File: src/rtl/seq_detect_scheduler_if.sv
// Request/response bus of seq_detect_scheduler.
// master: the requesters and the result consumer. slave: the scheduler.
// With SEQDET_MATCH_MASK_EN defined the response also carries rsp_mask.
// NUM_REQ and DATA_W must match the parameters of the scheduler it connects to.
interface seq_detect_scheduler_if #(
    parameter int NUM_REQ = 4,
    parameter int DATA_W  = 8
);
    localparam int ID_W  = $clog2(NUM_REQ);
    localparam int CNT_W = $clog2(DATA_W + 1);

    logic [NUM_REQ-1:0]        req_valid;
    logic [NUM_REQ*DATA_W-1:0] req_data;
    logic [NUM_REQ-1:0]        req_ready;
    logic                      rsp_valid;
    logic [ID_W-1:0]           rsp_id;
    logic [CNT_W-1:0]          rsp_count;
    logic                      rsp_ready;
`ifdef SEQDET_MATCH_MASK_EN
    logic [DATA_W-1:0]         rsp_mask;

    modport master (output req_valid, req_data, rsp_ready,
                    input  req_ready, rsp_valid, rsp_id, rsp_count, rsp_mask);
    modport slave  (input  req_valid, req_data, rsp_ready,
                    output req_ready, rsp_valid, rsp_id, rsp_count, rsp_mask);
`else
    modport master (output req_valid, req_data, rsp_ready,
                    input  req_ready, rsp_valid, rsp_id, rsp_count);
    modport slave  (input  req_valid, req_data, rsp_ready,
                    output req_ready, rsp_valid, rsp_id, rsp_count);
`endif
endinterface

File: src/rtl/seq_detect_scheduler.sv
// seq_detect_scheduler: one overlapping Mealy pattern detector shared
// round-robin between NUM_REQ word requesters. A granted word is shifted
// MSB-first, one bit per cycle, and its match count is returned tagged with
// the requester ID. Optional feature macro: SEQDET_MATCH_MASK_EN (adds a
// per-bit match mask to the response).
module seq_detect_scheduler #(
    parameter int NUM_REQ = 4,
    parameter int DATA_W  = 8,
    parameter int PAT_W   = 4
) (
    input  logic                         clk,
    input  logic                         reset,
    seq_detect_scheduler_if.slave        bus,
    input  logic                         cfg_load,
    input  logic [PAT_W-1:0]             cfg_pattern,
    input  logic [$clog2(PAT_W+1)-1:0]   cfg_len,
    output logic                         busy,
    output logic                         det_pulse
);
    localparam int ID_W  = $clog2(NUM_REQ);
    localparam int CNT_W = $clog2(DATA_W + 1);
    localparam int LEN_W = $clog2(PAT_W + 1);

    typedef enum logic [1:0] {
        IDLE  = 2'd0,
        SHIFT = 2'd1,
        RESP  = 2'd2
    } state_t;

    state_t              state_r;
    logic [ID_W-1:0]     ptr_r;
    logic [PAT_W-1:0]    pattern_r;
    logic [LEN_W-1:0]    len_r;
    logic [PAT_W-1:0]    hist_r;
    logic [CNT_W-1:0]    count_r;
    logic [CNT_W-1:0]    bit_cnt_r;
    logic [DATA_W-1:0]   word_r;
    logic [ID_W-1:0]     id_r;
    logic                busy_r;
    logic                det_pulse_r;
    logic                rsp_valid_r;
    logic [ID_W-1:0]     rsp_id_r;
    logic [CNT_W-1:0]    rsp_count_r;

    logic                grant_found_s;
    logic [ID_W-1:0]     grant_idx_s;
    logic [NUM_REQ-1:0]  req_ready_s;
    logic [PAT_W-1:0]    len_mask_s;
    logic [PAT_W-1:0]    hist_next_s;
    logic [CNT_W-1:0]    shifted_s;
    logic [CNT_W-1:0]    count_next_s;
    logic                match_s;

`ifdef SEQDET_MATCH_MASK_EN
    logic [DATA_W-1:0]   mask_acc_r;
    logic [DATA_W-1:0]   rsp_mask_r;
    logic [DATA_W-1:0]   mask_next_s;

    // Working mask with the bit currently being shifted marked on a match.
    always_comb begin
        mask_next_s = mask_acc_r;
        mask_next_s[DATA_W-1-int'(bit_cnt_r)] = match_s;
    end

    assign bus.rsp_mask = rsp_mask_r;
`else
    // Match mask not built: the response carries only ID and count.
`endif

    // Round-robin search: first valid requester at or after the pointer.
    always_comb begin
        grant_found_s = 1'b0;
        grant_idx_s   = {ID_W{1'b0}};
        for (int k = 0; k < NUM_REQ; k++) begin
            if (!grant_found_s && bus.req_valid[(int'(ptr_r) + k) % NUM_REQ]) begin
                grant_found_s = 1'b1;
                grant_idx_s   = ID_W'((int'(ptr_r) + k) % NUM_REQ);
            end else begin
            end
        end
    end

    // Accept pulse in the IDLE cycle the word is latched; cfg_load takes priority.
    always_comb begin
        req_ready_s = {NUM_REQ{1'b0}};
        if (!reset && (state_r == IDLE) && !cfg_load && grant_found_s) begin
            req_ready_s[grant_idx_s] = 1'b1;
        end else begin
        end
    end

    // Detector datapath: next history, active-length mask and match decision.
    always_comb begin
        for (int i = 0; i < PAT_W; i++) begin
            len_mask_s[i] = (i < int'(len_r));
        end
        hist_next_s  = PAT_W'({hist_r, word_r[DATA_W-1]});
        shifted_s    = bit_cnt_r + {{(CNT_W-1){1'b0}}, 1'b1};
        match_s      = (state_r == SHIFT) && (len_r != {LEN_W{1'b0}}) &&
                       (int'(shifted_s) >= int'(len_r)) &&
                       (((hist_next_s ^ pattern_r) & len_mask_s) == {PAT_W{1'b0}});
        count_next_s = count_r + {{(CNT_W-1){1'b0}}, match_s};
    end

    // Control FSM with registered outputs: IDLE -> SHIFT (DATA_W cycles) -> RESP.
    always_ff @(posedge clk) begin
        if (reset) begin
            state_r     <= IDLE;
            ptr_r       <= {ID_W{1'b0}};
            pattern_r   <= {PAT_W{1'b0}};
            len_r       <= {LEN_W{1'b0}};
            hist_r      <= {PAT_W{1'b0}};
            count_r     <= {CNT_W{1'b0}};
            bit_cnt_r   <= {CNT_W{1'b0}};
            word_r      <= {DATA_W{1'b0}};
            id_r        <= {ID_W{1'b0}};
            busy_r      <= 1'b0;
            det_pulse_r <= 1'b0;
            rsp_valid_r <= 1'b0;
            rsp_id_r    <= {ID_W{1'b0}};
            rsp_count_r <= {CNT_W{1'b0}};
`ifdef SEQDET_MATCH_MASK_EN
            mask_acc_r  <= {DATA_W{1'b0}};
            rsp_mask_r  <= {DATA_W{1'b0}};
`endif
        end else begin
            det_pulse_r <= 1'b0;
            case (state_r)
                IDLE: begin
                    if (cfg_load) begin
                        pattern_r <= cfg_pattern;
                        len_r     <= (int'(cfg_len) > PAT_W) ? LEN_W'(PAT_W) : cfg_len;
                    end else if (grant_found_s) begin
                        word_r    <= bus.req_data[int'(grant_idx_s)*DATA_W +: DATA_W];
                        id_r      <= grant_idx_s;
                        ptr_r     <= ID_W'((int'(grant_idx_s) + 1) % NUM_REQ);
                        hist_r    <= {PAT_W{1'b0}};
                        count_r   <= {CNT_W{1'b0}};
                        bit_cnt_r <= {CNT_W{1'b0}};
`ifdef SEQDET_MATCH_MASK_EN
                        mask_acc_r <= {DATA_W{1'b0}};
`endif
                        busy_r    <= 1'b1;
                        state_r   <= SHIFT;
                    end else begin
                        state_r   <= IDLE;
                    end
                end
                SHIFT: begin
                    word_r      <= {word_r[DATA_W-2:0], 1'b0};
                    hist_r      <= hist_next_s;
                    count_r     <= count_next_s;
                    det_pulse_r <= match_s;
`ifdef SEQDET_MATCH_MASK_EN
                    mask_acc_r  <= mask_next_s;
`endif
                    if (bit_cnt_r == CNT_W'(DATA_W - 1)) begin
                        bit_cnt_r   <= {CNT_W{1'b0}};
                        rsp_valid_r <= 1'b1;
                        rsp_id_r    <= id_r;
                        rsp_count_r <= count_next_s;
`ifdef SEQDET_MATCH_MASK_EN
                        rsp_mask_r  <= mask_next_s;
`endif
                        state_r     <= RESP;
                    end else begin
                        bit_cnt_r   <= shifted_s;
                    end
                end
                RESP: begin
                    if (bus.rsp_ready) begin
                        rsp_valid_r <= 1'b0;
                        busy_r      <= 1'b0;
                        state_r     <= IDLE;
                    end else begin
                        state_r     <= RESP;
                    end
                end
                default: begin
                    rsp_valid_r <= 1'b0;
                    busy_r      <= 1'b0;
                    state_r     <= IDLE;
                end
            endcase
        end
    end

    assign bus.req_ready = req_ready_s;
    assign bus.rsp_valid = rsp_valid_r;
    assign bus.rsp_id    = rsp_id_r;
    assign bus.rsp_count = rsp_count_r;
    assign busy          = busy_r;
    assign det_pulse     = det_pulse_r;

endmodule
File: src/flat_wrapper.sv
// flat-port wrapper written by rule: the top's interface ports become plain ports
module seq_detect_scheduler_flat 
#(
    parameter int NUM_REQ = 4,
    parameter int DATA_W  = 8,
    parameter int PAT_W   = 4
)
  (clk, reset, cfg_load, cfg_pattern, cfg_len, busy, det_pulse, bus_req_valid, bus_req_data, bus_rsp_ready, bus_req_ready, bus_rsp_valid, bus_rsp_id, bus_rsp_count);
  seq_detect_scheduler_if #(.NUM_REQ(NUM_REQ), .DATA_W(DATA_W)) bus_i ();
  input  logic clk;
  input  logic reset;
  input  logic cfg_load;
  input  logic [PAT_W-1:0] cfg_pattern;
  input  logic [$clog2(PAT_W+1)-1:0] cfg_len;
  output logic busy;
  output logic det_pulse;
  input wire logic [$bits(bus_i.req_valid)-1:0] bus_req_valid;
  input wire logic [$bits(bus_i.req_data)-1:0] bus_req_data;
  input wire logic [$bits(bus_i.rsp_ready)-1:0] bus_rsp_ready;
  output wire logic [$bits(bus_i.req_ready)-1:0] bus_req_ready;
  output wire logic [$bits(bus_i.rsp_valid)-1:0] bus_rsp_valid;
  output wire logic [$bits(bus_i.rsp_id)-1:0] bus_rsp_id;
  output wire logic [$bits(bus_i.rsp_count)-1:0] bus_rsp_count;
  assign bus_i.req_valid = bus_req_valid;
  assign bus_i.req_data = bus_req_data;
  assign bus_i.rsp_ready = bus_rsp_ready;
  assign bus_req_ready = bus_i.req_ready;
  assign bus_rsp_valid = bus_i.rsp_valid;
  assign bus_rsp_id = bus_i.rsp_id;
  assign bus_rsp_count = bus_i.rsp_count;
  seq_detect_scheduler #(.NUM_REQ(NUM_REQ), .DATA_W(DATA_W), .PAT_W(PAT_W)) u_core (.clk(clk), .reset(reset), .bus(bus_i), .cfg_load(cfg_load), .cfg_pattern(cfg_pattern), .cfg_len(cfg_len), .busy(busy), .det_pulse(det_pulse));
endmodule
File: config.mk
export PLATFORM = sky130hd
export DESIGN_NAME = seq_detect_scheduler_flat
export DESIGN_NICKNAME = d
export VERILOG_FILES = /design/src/rtl/seq_detect_scheduler_if.sv /design/src/rtl/seq_detect_scheduler.sv /design/src/flat_wrapper.sv
export SDC_FILE = /design/constraint.sdc
export NUM_CORES = 1
export LEC_CHECK = 0
export CORE_ASPECT_RATIO = 0.6
export CORE_UTILIZATION = 45
export CTS_CLUSTER_SIZE = 14
export DETAILED_ROUTE_END_ITERATION = 10
export PLACE_DENSITY = 0.75
export SKIP_LAST_GASP = 1
export SYNTH_ARGS = -nofsm -noshare
export SYNTH_HDL_FRONTEND = slang
export SYNTH_SLANG_ARGS = --single-unit
File: constraint.sdc
create_clock -name clk -period 2.6 [get_ports clk]
set_input_delay 0.26 -clock clk [delete_from_list [all_inputs] [get_ports clk]]
set_output_delay 0.26 -clock clk [all_outputs]
set_load 0.01 [all_outputs]
==> results.cfg <==
[outcome]
status = complete, no violations

[cts]
clkLatencyLatePin_ns = 0.30
clk_pin_slew_ns = 0.08
clock_sinks = 41
htree_levels = 2
cts_buffers = 5
ctsLongestPathBuffers = 2
cts_tree = built
postCtsHoldBufs = 0
cts_root_buf = clkbuf_8

[power_and_ir_drop]
irDropWorstVdd_mv = 0.268
p_total_w = 0.00154
p_clk_share_pct = 29.3
combPwrFrac_pct = 25.0
powerDensity_nw_per_um2 = 491
p_sw_w = 0.000461
pwr-share-seq_pct = 45.7
swShare_pct = 29.8
internal_power_w = 0.00108
cellLeakagePower_nw = 1.31

[floorplan]
die_w_um = 94.5
row_count = 19
io_pins = 60
die_area_um2 = 5440
core_area_um2 = 4750
die_h_um = 57.5
initial_core_util_pct = 48.6

[critical_path]
cp.required_ns = 2.82
worstPathCellList = ha_1 > ha_1 > a21o_1 > a211oi_2 > nor4b_2 > ha_1 > ha_1 > xnor2_1 > a211oi_1
crit_slowest_cell = nor4b_2
cp_common_cell = ha_1
crit_buf_inv = 0
critical_path.startpoint_type = flop
cpLargestDelayFamily = adder cells
worstPathMaxFanout = 5
path_class = reg -> reg
cp.arrival_ns = 2.61
critical_path.endpoint_type = flop
critPathMaxStageDelay_ns = 0.41

[place]
portBuffers = 59
dp_hpwl_mm = 4.61
gp_congestion = 0.843

[synth]
synth_edf_count = 0
synth_common_cells = dfxtp_1, nor2_1, a21oi_1
yosys-top-cells-area = dfxtp_1, a21oi_1, ha_1, nor2_1, mux2i_1
yosys_register_bits = 41
syn_area_um2 = 2310
synthFlopType = dfxtp_1
async_flop_share_pct = 0
synthCells = 267
synth_most_common_cell = dfxtp_1
synth_top_area_share_pct = 35.5
ys.warnings.count = 0
synth_top_cell_by_area = dfxtp_1
syn-num-nets = 324
synth_cell_types = 49
syn_area_per_cell_um2 = 8.66
seq_area_frac_synth_pct = 35.5

[grt]
grt_pass1_wl_mm = 9.69
track_usage_pct = 23.7
grt_pass1_vias = 1929
grt_max_degree = 24
grt_antenna_before_repair = 0
overflow = 0

[sta]
maxSlewHeadroom_pct = 63.5
worst_slew_pin_slew_ns = 0.546
setup_violations = 0
hold_violations = 0
post-route-min-period_ns = 2.38
rsz0062_at_grt = yes
finClkSkew_ns = 0.00390
max_freq_mhz = 419
fin_crit_sh_pct = 91.7
slew_viol_final = 0
fin_tns_setup_ns = 0

[run]
cap_violations = 0

[routing]
postRouteAntennaNets = 0
vias_per_cell = 5.51
drc = 0
dr.pass1.iters = 4
wl_per_cell_um = 15.2
vias = 2186
wirelength_mm = 6.05
drt-initial-drc-count = 123

[finish]
nNetsFinal = 390
diodes = 0
drive_gt1_share_pct = 11.1
nFillCells = 381
area_delta_synth_final_pct = 36.0

[worst_hold_path]
min_path_type = reg -> reg
==> layout make-up <==
class                      instances  area (um2)  share of cell area [%]
clock buffer                       6        82.6                    2.63
inverter                           5        18.8                   0.597
clock inverter                     2        13.8                   0.438
sequential                        41         823                    26.2
multi-input combinational        210        1440                    45.9
tap                               63        78.8                    2.51
timing repair buffer              70         682                    21.7
==> repair_timing <==
item | 4_1_cts | 5_1_grt
endpoints found under the hold margin | 0 | 0
endpoints found under the setup margin | 4 | 10
buffers inserted | 0 | 0
resized for setup | 5 | 8
==> power groups by stage <==
stage	clock (W)	combinational, W	sequential, W
global route	0.000486	0.000425	0.000711
detailed placement	0	0.000374	0.000718
CTS	0.000461	0.000380	0.000704
finish	0.000452	0.000387	0.000706
global placement	0	0.000368	0.000717
floorplan	0	0.000229	0.000700
==> tightest hold or removal path, delay by kind of cell, from the launching register on <==
kind	cells	cell delay (ns)
flip-flops	1	0.32
AO/OA/AOI/OAI	1	0.05
AND/OR/NAND/NOR	1	0.05
==> per-layer routing <==
metal	share of wire, %	up-vias	global-route usage [%]
li1	-	1090	-
met1	53	1013	38.1
met2	38	78	31.0
met3	7.9	5	5.33
met4	0.88	0	6.06
met5	0	-	0
==> final timing paths <==
| path | start | to | slack [ns] | depth (start not counted) |
|---|---|---|---|---|
| min reg2reg | u_core.id_r[0]$_SDFFE_PP0P_ | u_core.id_r[0]$_SDFFE_PP0P_ | 0.46 | 2 |
| max reg2reg | u_core.bit_cnt_r[0]$_SDFFE_PP0P_ | u_core.bus.rsp_count[2]$_SDFFE_PP0P_ | 0.22 | 9 |
| max | u_core.bit_cnt_r[0]$_SDFFE_PP0P_ | u_core.bus.rsp_count[2]$_SDFFE_PP0P_ | 0.22 | 9 |
| min | u_core.id_r[0]$_SDFFE_PP0P_ | u_core.id_r[0]$_SDFFE_PP0P_ | 0.46 | 2 |
==> cells by family (layout without fill, tap and decap cells) <==
logic type      Yosys count  count (layout)  share of synthesized area [%]
compound gates           79              79                           22.3
xor+xnor                  8               8                           3.03
simple gates             95              95                           22.2
mux                      18              18                           8.34
buf+inv                  16              83                           3.19
flops                    41              41                           35.5
fa+ha+maj                10              10                           5.41
==> placed cells by master (no fill, tap or decap), types with 10 or more instances in the layout <==
master            n
and2_1           13
ha_1             10
a21oi_1          28
o21ai_0          12
clkdlybuf4s50_1  54
dfxtp_1          39
mux2i_1          11
nor2_1           33
nand2_1          19
buf_4            11
==> registers in the layout, summed over array words and instances, names as in the netlist <==
register,flops
u_core.bit_cnt_r,4
u_core.bus.rsp_count,4
u_core.bus.rsp_id,2
u_core.bus.rsp_valid,1
u_core.busy,1
u_core.count_r,4
u_core.det_pulse,1
u_core.hist_r,3
u_core.id_r,2
u_core.len_r,3
u_core.pattern_r,4
u_core.ptr_r,2
u_core.state_r,2
u_core.word_r,8
==> through the flow <==
stage / hold WS [ns] / setup WS [ns] / area, um2 / utilization [%] / std cells
floorplan: 0.404 / 0.401 / 2310 / - / 267
global placement: 0.443 / -0.0479 / 3010 / 63.3 / 389
detailed placement: 0.450 / -0.0834 / 3010 / 63.3 / 389
CTS: 0.460 / 0.0333 / 3120 / 65.6 / 397
global route: 0.482 / -0.00166 / 3140 / 66.1 / 397
finish: 0.460 / 0.216 / 3140 / 66.1 / 397
(Power assumes the default switching activity.)
